--- src/rtl/tty_uart_tx.sv ---
// TTY-port UART transmitter: FIFO-buffered 7-bit characters sent as 8N1 frames on tx_o.
// Define TTY_UART_PARITY_EN to insert an even-parity bit (8E1 frames).
module tty_uart_tx #(
    parameter int CLK_DIV         = 104,
    parameter int FIFO_DEPTH_LOG2 = 4
) (
    input  logic       clk_i,
    input  logic       rst_in,
    input  logic [6:0] tty_i,
    input  logic       tty_we_i,
    output logic       tx_o,
    output logic       busy_o,
    output logic       fifo_full_o,
    output logic       overflow_o,
    output logic [2:0] state_o
);

    localparam int                     DEPTH   = 1 << FIFO_DEPTH_LOG2;
    localparam int                     CW      = FIFO_DEPTH_LOG2 + 1;
    localparam logic [CW-1:0]          DEPTH_C = CW'(DEPTH);
    localparam logic [CW-1:0]          CNT_ONE = CW'(1);
    localparam logic [FIFO_DEPTH_LOG2-1:0] PTR_ONE = FIFO_DEPTH_LOG2'(1);
    localparam logic [15:0]            DIV_M1  = 16'(CLK_DIV - 1);

    localparam logic [2:0] IDLE   = 3'd0;
    localparam logic [2:0] START  = 3'd1;
    localparam logic [2:0] DATA   = 3'd2;
`ifdef TTY_UART_PARITY_EN
    localparam logic [2:0] PARITY = 3'd3;
`endif
    localparam logic [2:0] STOP   = 3'd4;

    logic [6:0]                 mem [DEPTH];
    logic [FIFO_DEPTH_LOG2-1:0] wptr_q, rptr_q;
    logic [CW-1:0]              count_q, count_d;
    logic [2:0]                 state_q, state_d;
    logic [15:0]                cnt_q, cnt_d;
    logic [2:0]                 bit_q, bit_d;
    logic [7:0]                 shreg_q, shreg_d;
    logic                       tx_q, tx_d;
    logic                       busy_q, full_q, ovf_q;
    logic                       push, pop, tick;
`ifdef TTY_UART_PARITY_EN
    logic                       parity_q, parity_d;
`endif

    always_comb begin
        push    = tty_we_i && (count_q != DEPTH_C);
        pop     = 1'b0;
        tick    = (cnt_q == 16'd0);
        state_d = state_q;
        cnt_d   = cnt_q;
        bit_d   = bit_q;
        shreg_d = shreg_q;
        tx_d    = tx_q;
`ifdef TTY_UART_PARITY_EN
        parity_d = parity_q;
`endif
        case (state_q)
            IDLE: begin
                tx_d = 1'b1;
                if (count_q != '0) begin
                    pop     = 1'b1;
                    shreg_d = {1'b0, mem[rptr_q]};
`ifdef TTY_UART_PARITY_EN
                    parity_d = ^mem[rptr_q];
`endif
                    cnt_d   = DIV_M1;
                    state_d = START;
                    tx_d    = 1'b0;
                end
            end
            START: begin
                if (tick) begin
                    state_d = DATA;
                    bit_d   = 3'd0;
                    cnt_d   = DIV_M1;
                    tx_d    = shreg_q[0];
                end else begin
                    cnt_d = cnt_q - 16'd1;
                end
            end
            DATA: begin
                if (tick) begin
                    cnt_d = DIV_M1;
                    if (bit_q == 3'd7) begin
`ifdef TTY_UART_PARITY_EN
                        state_d = PARITY;
                        tx_d    = parity_q;
`else
                        state_d = STOP;
                        tx_d    = 1'b1;
`endif
                    end else begin
                        bit_d   = bit_q + 3'd1;
                        shreg_d = {1'b0, shreg_q[7:1]};
                        tx_d    = shreg_q[1];
                    end
                end else begin
                    cnt_d = cnt_q - 16'd1;
                end
            end
`ifdef TTY_UART_PARITY_EN
            PARITY: begin
                if (tick) begin
                    state_d = STOP;
                    cnt_d   = DIV_M1;
                    tx_d    = 1'b1;
                end else begin
                    cnt_d = cnt_q - 16'd1;
                end
            end
`endif
            STOP: begin
                if (tick) begin
                    // Chain straight into the next start bit when more characters wait.
                    if (count_q != '0) begin
                        pop     = 1'b1;
                        shreg_d = {1'b0, mem[rptr_q]};
`ifdef TTY_UART_PARITY_EN
                        parity_d = ^mem[rptr_q];
`endif
                        cnt_d   = DIV_M1;
                        state_d = START;
                        tx_d    = 1'b0;
                    end else begin
                        state_d = IDLE;
                        tx_d    = 1'b1;
                    end
                end else begin
                    cnt_d = cnt_q - 16'd1;
                end
            end
            default: begin
                state_d = IDLE;
                tx_d    = 1'b1;
            end
        endcase

        case ({push, pop})
            2'b10:   count_d = count_q + CNT_ONE;
            2'b01:   count_d = count_q - CNT_ONE;
            default: count_d = count_q;
        endcase
    end

    always_ff @(posedge clk_i) begin
        if (push) mem[wptr_q] <= tty_i;
    end

    always_ff @(posedge clk_i or negedge rst_in) begin
        if (!rst_in) begin
            wptr_q  <= '0;
            rptr_q  <= '0;
            count_q <= '0;
            state_q <= IDLE;
            cnt_q   <= '0;
            bit_q   <= '0;
            shreg_q <= '0;
            tx_q    <= 1'b1;
            busy_q  <= 1'b0;
            full_q  <= 1'b0;
            ovf_q   <= 1'b0;
        end else begin
            if (push) wptr_q <= wptr_q + PTR_ONE;
            if (pop)  rptr_q <= rptr_q + PTR_ONE;
            count_q <= count_d;
            state_q <= state_d;
            cnt_q   <= cnt_d;
            bit_q   <= bit_d;
            shreg_q <= shreg_d;
            tx_q    <= tx_d;
            // Busy spans exactly the frame window, plus any backlog already queued.
            busy_q  <= (state_d != IDLE) || (count_q != '0);
            full_q  <= (count_d == DEPTH_C);
            ovf_q   <= ovf_q || (tty_we_i && (count_q == DEPTH_C));
        end
    end

`ifdef TTY_UART_PARITY_EN
    always_ff @(posedge clk_i or negedge rst_in) begin
        if (!rst_in) parity_q <= 1'b0;
        else         parity_q <= parity_d;
    end
`endif

    assign tx_o        = tx_q;
    assign busy_o      = busy_q;
    assign fifo_full_o = full_q;
    assign overflow_o  = ovf_q;
    assign state_o     = state_q;

endmodule

--- config.mk ---
export PLATFORM = sky130hd
export DESIGN_NAME = tty_uart_tx
export DESIGN_NICKNAME = d
export VERILOG_FILES = /design/src/rtl/tty_uart_tx.sv
export SDC_FILE = /design/constraint.sdc
export NUM_CORES = 1
export LEC_CHECK = 0
export ABC_AREA = 1
export BUFFER_PORTS_ARGS = -buffer_cell sky130_fd_sc_hd__buf_4
export CAP_MARGIN = 20
export CORE_MARGIN = 2
export CORE_UTILIZATION = 40
export CTS_CLUSTER_DIAMETER = 100
export DETAILED_ROUTE_END_ITERATION = 16
export SYNTH_ARGS = -nofsm -noshare
export SYNTH_HDL_FRONTEND = slang
export SYNTH_SLANG_ARGS = --single-unit
--- constraint.sdc ---
create_clock -name clk_i -period 2.65 [get_ports clk_i]
set_input_delay 0.265 -clock clk_i [delete_from_list [all_inputs] [get_ports clk_i]]
set_output_delay 0.265 -clock clk_i [all_outputs]
set_load 0.1 [all_outputs]
==> summary.txt <==
Status
  • Result of the run: finished, final reports clean

Setup path
  • Register-to-register setup slack: 240 ps
  • Endpoint kind of the worst setup timing path: flop
  • Biggest cell delay along the critical path: roughly 430 ps
  • Standard cell with the maximum stage delay on the critical path: sky130_fd_sc_hd__dfrtp_1
  • Endpoint of the most critical setup path: fifo_full_o$_DFF_PN0_
  • Reg-to-reg startpoint: count_q[1]$_DFF_PN0_
  • Category of the worst setup path launch point: flop
  • Crit path arrival time: 2720 ps
  • Category of the most critical setup path: flop to flop
  • Endpoint of the worst-slack reg-to-reg timing path: fifo_full_o$_DFF_PN0_
  • Critical-path cell list: nor2_2 > nand3_2 > nand2_1 > inv_2 > nand3_4 > nand2_1 > nand2_1 > inv_2 > ha_1 > a21oi_1 > inv_1 > nand3_4 > nand3_1 > o21ai_1 > nor2_1 > nand3_1 > nor2_2
  • Required time worst endpoint: 2960 ps
  • Most common cell type on the critical path: sky130_fd_sc_hd__nand2_1
  • R2R cell count: 17
  • Start point of the critical path: count_q[1]$_DFF_PN0_
  • Maximum fanout encountered on the critical timing path: 4

Floorplanning
  • Standard-cell row count: 48
  • Core region area: 17,200 um^2
  • Die extent in y: 136 um
  • Starting density of the core: 40.6%
  • Area of the die: 18,500 um^2
  • X dimension of the die: between 100 and 150 um
  • Boundary pin count: 17

Timing
  • Share of the clock period used by the worst path: 91.0%
  • Sum Neg Setup Slack: 0 ps
  • Rel. slew slack: about 46%
  • FMAX: 414 MHz
  • Max-slew violations: 0
  • Final number of setup-violating endpoints: 0
  • Worst Tran Pin Value: approximately 800 ps
  • Clk_skew: 11.9 ps
  • Final Hold Violating Endpoints: 0
  • Time the final worst path needs with I/O delays and setup: 2410 ps
  • Unrepaired setup endpoints after global routing: no

Clock tree
  • Largest buffer count on any clock path: 2
  • # H-tree levels: 4
  • Clock tree from TritonCTS: built
  • Clock root cell: sky130_fd_sc_hd__clkbuf_16
  • Clock slew at reported path FFs: 60 ps
  • Source-to-sink clock delay at the later pin of the worst-skew pair: 430 ps
  • Cts bufs inserted: 17
  • Clock sinks: ~160

Routing
  • DR WL/cell: approximately 17 um
  • Routed wire length: ~16,000 um
  • First drt pass iteration count: 7
  • Routed vias/inst: between 5 and 6
  • Detailed-route via count: between 4,000 and 5,000
  • Remaining routing DRC violations: 0
  • Number of DRC markers after the initial detailed-route iteration: 443
  • Number of nets with antenna violations after detailed routing: 0

Synthesis
  • Mean instance size in the synthesized netlist: 11.0 um^2
  • Compound-gate portion of the synthesized area: 13.5%
  • Number of library cell types mapped by synthesis: around 40
  • Number of synthesized flops with an enable pin: 112
  • Simple logic cell fraction of the synthesized area: 14.3%
  • Xor/xnor share of the synthesized area: 1.26%
  • Flop and latch count out of synthesis: 158
  • Mapped Area: 6970 um^2
  • Post-synthesis net count: 657
  • Share of flip-flops with an asynchronous set or reset after synthesis: 29.1%
  • Yosys Warn Count: 0
  • Number of instances in the synthesized netlist: 636
  • Sequential-to-total area share from yosys stat: around two thirds
  • Largest family of logic cells by synthesized area: simple AND/OR/NAND/NOR gates
  • Mux contribution to synthesized area: 0%
  • Most frequently used flop master after synthesis: sky130_fd_sc_hd__edfxtp_1
  • Adder and majority gate portion of the synthesized area: 1.97%

Cells and area
  • Number of fill cells: ~1,600
  • Register cell area after layout: 4520 um^2
  • Commonest cells after routing, fill and taps aside: sky130_fd_sc_hd__edfxtp_1 (112), sky130_fd_sc_hd__nor2_1 (96), sky130_fd_sc_hd__nand2_1 (70)
  • Layout Cell Area excl Fill: 8070 um^2
  • Syn-to-layout area delta: 15.7%
  • Final #Nets: 694
  • ANT cells: 0
  • Footprint of the multi-input gates: between 2000 and 2500 um^2
  • Fraction of final layout cells with drive strength greater than 1: between 10% and 20%
  • Commonest non-fill, non-tap cell in the layout: sky130_fd_sc_hd__edfxtp_1
  • Layout Cells excl Fill: 911

GRT
  • Number of antenna violations at the first check in global routing: 0
  • Vias in the first global route: 4,702
  • Total grt overflow: 0
  • Global-route usage over all layers: 18.0%
  • First-pass GRT wire length: 25,100 um
  • Maximum number of pins on one net before global-route repair: 59

Power
  • Internal power contribution: ~0.0045 W
  • Flop pwr share: 49.1%
  • Portion of total power attributed to combinational logic: 13.2%
  • Leak Pwr: 3.06 nW
  • Largest voltage drop on the vdd net: 0.512 mV
  • P per Cell Area: 761 nW/um^2
  • Switch share: 27.4%
  • Reported net switching power: 0.00168 W
  • Clock group share of total power: 37.6%

Place
  • Number of buffers inserted by port buffering: 16
  • Placed Area: around 7500 um^2
  • Instance count after placement with tap cells included: 875
  • Final RePlAce weighted congestion: 0.869
  • Post-detailed-placement half-perimeter wirelength: 10,100 um

Job
  • Max-cap violations: 0

Min path
  • Hold crit path type: input pin to flop
==> stage by stage <==
stage	hold slack, ps	util, %	worst slack, ps	power (W)
final	121	47.0	237	0.00614
after global routing	131	47.0	8.34	0.00642
after CTS	110	46.8	143	0.00618
after detailed placement	321	43.4	177	0.00386
after global placement	320	43.4	216	0.00382
after floorplan	-30.6	-	126	0.00357
==> power groups by stage <==
stage                     Combinational [W]  Sequential [W]  Clock, W
after floorplan                    0.000463         0.00310         0
after global placement             0.000771         0.00305         0
after detailed placement           0.000802         0.00306         0
after CTS                          0.000807         0.00301   0.00236
after global routing               0.000919         0.00304   0.00246
final                              0.000812         0.00302   0.00231
==> registers in the layout (all words and copies together), names as in the netlist <==
signal       count
shreg_q          7
mem            112
count_q          5
fifo_full_o      1
state_o          3
cnt_q           16
busy_o           1
overflow_o       1
rptr_q           4
bit_q            3
tx_o             1
wptr_q           4
==> kinds of logic (layout without fill, tap and decap cells) <==
| logic type | Yosys count | count (layout) |
|---|---|---|
| AOI/OAI and AO/OA | 161 | 161 |
| DFF | 158 | 158 |
| and+or+nand+nor | 220 | 220 |
| xor gates and xnor gates | 10 | 10 |
| buffers and inverters | 76 | 126 |
| adders and majority gates | 11 | 11 |
==> cell usage after synthesis, types with 9 or more instances <==
| cell type | instances | area (um^2) |
|---|---|---|
| sky130_fd_sc_hd__a21oi_1 | 19 | 95.1 |
| sky130_fd_sc_hd__clkbuf_1 | 18 | 67.6 |
| sky130_fd_sc_hd__dfrtp_1 | 45 | 1130 |
| sky130_fd_sc_hd__edfxtp_1 | 112 | 3360 |
| sky130_fd_sc_hd__ha_1 | 11 | 138 |
| sky130_fd_sc_hd__inv_1 | 39 | 146 |
| sky130_fd_sc_hd__inv_2 | 10 | 37.5 |
| sky130_fd_sc_hd__nand2_1 | 71 | 267 |
| sky130_fd_sc_hd__nand3_1 | 25 | 125 |
| sky130_fd_sc_hd__nor2_1 | 98 | 368 |
| sky130_fd_sc_hd__o21ai_0 | 67 | 335 |
| sky130_fd_sc_hd__o21ai_1 | 23 | 115 |
| sky130_fd_sc_hd__o221ai_1 | 18 | 158 |
| sky130_fd_sc_hd__o22ai_1 | 12 | 75.1 |
| sky130_fd_sc_hd__xor2_1 | 9 | 78.8 |
==> worst max-delay path, delay by kind of cell (launching register included) <==
kind | cells | cell delay, ps
and+or+nand+nor | 11 | 1140
DFF | 1 | 430
buffers and inverters | 3 | 250
AOI/OAI and AO/OA | 2 | 320
adders and majority gates | 1 | 160
==> timing repair <==
item | in CTS | in global routing
buffers inserted | 0 | 3
endpoints found under the hold margin | 45 | 0
gates resized for setup | 0 | 8
setup endpoints to repair | 0 | 1
hold buffers | 1 | 0
==> routing by layer <==
layer | global-route usage (%) | wire length, um
met5 | 0 | 0
met3 | 3.58 | 717
met2 | 28.0 | 7350
met1 | 25.1 | 7220
met4 | 6.37 | 234
==> worst min path at each step <==
stage,startpoint,end,slack (ps),cells after the start
floorplan,rst_in,bit_q[0]$_DFFE_PN0P_,-30,0
global placement,rst_in,shreg_q[2]$_DFFE_PN0P_,320,1
detailed placement,rst_in,bit_q[2]$_DFFE_PN0P_,320,1
CTS,tty_we_i,overflow_o$_DFF_PN0_,110,3
global route,tty_we_i,overflow_o$_DFF_PN0_,130,3
finish,tty_we_i,overflow_o$_DFF_PN0_,120,3
==> layout make-up <==
cell class	count	area share (%)
clock buffers	17	5.27
flip-flops and latches	158	56.0
repair buffers	43	4.19
well taps	225	3.49
clock inverters	15	1.69
multi-input cells	402	27.0
inverters	51	2.37
No activity file was read; power rests on OpenSTA's default activity.
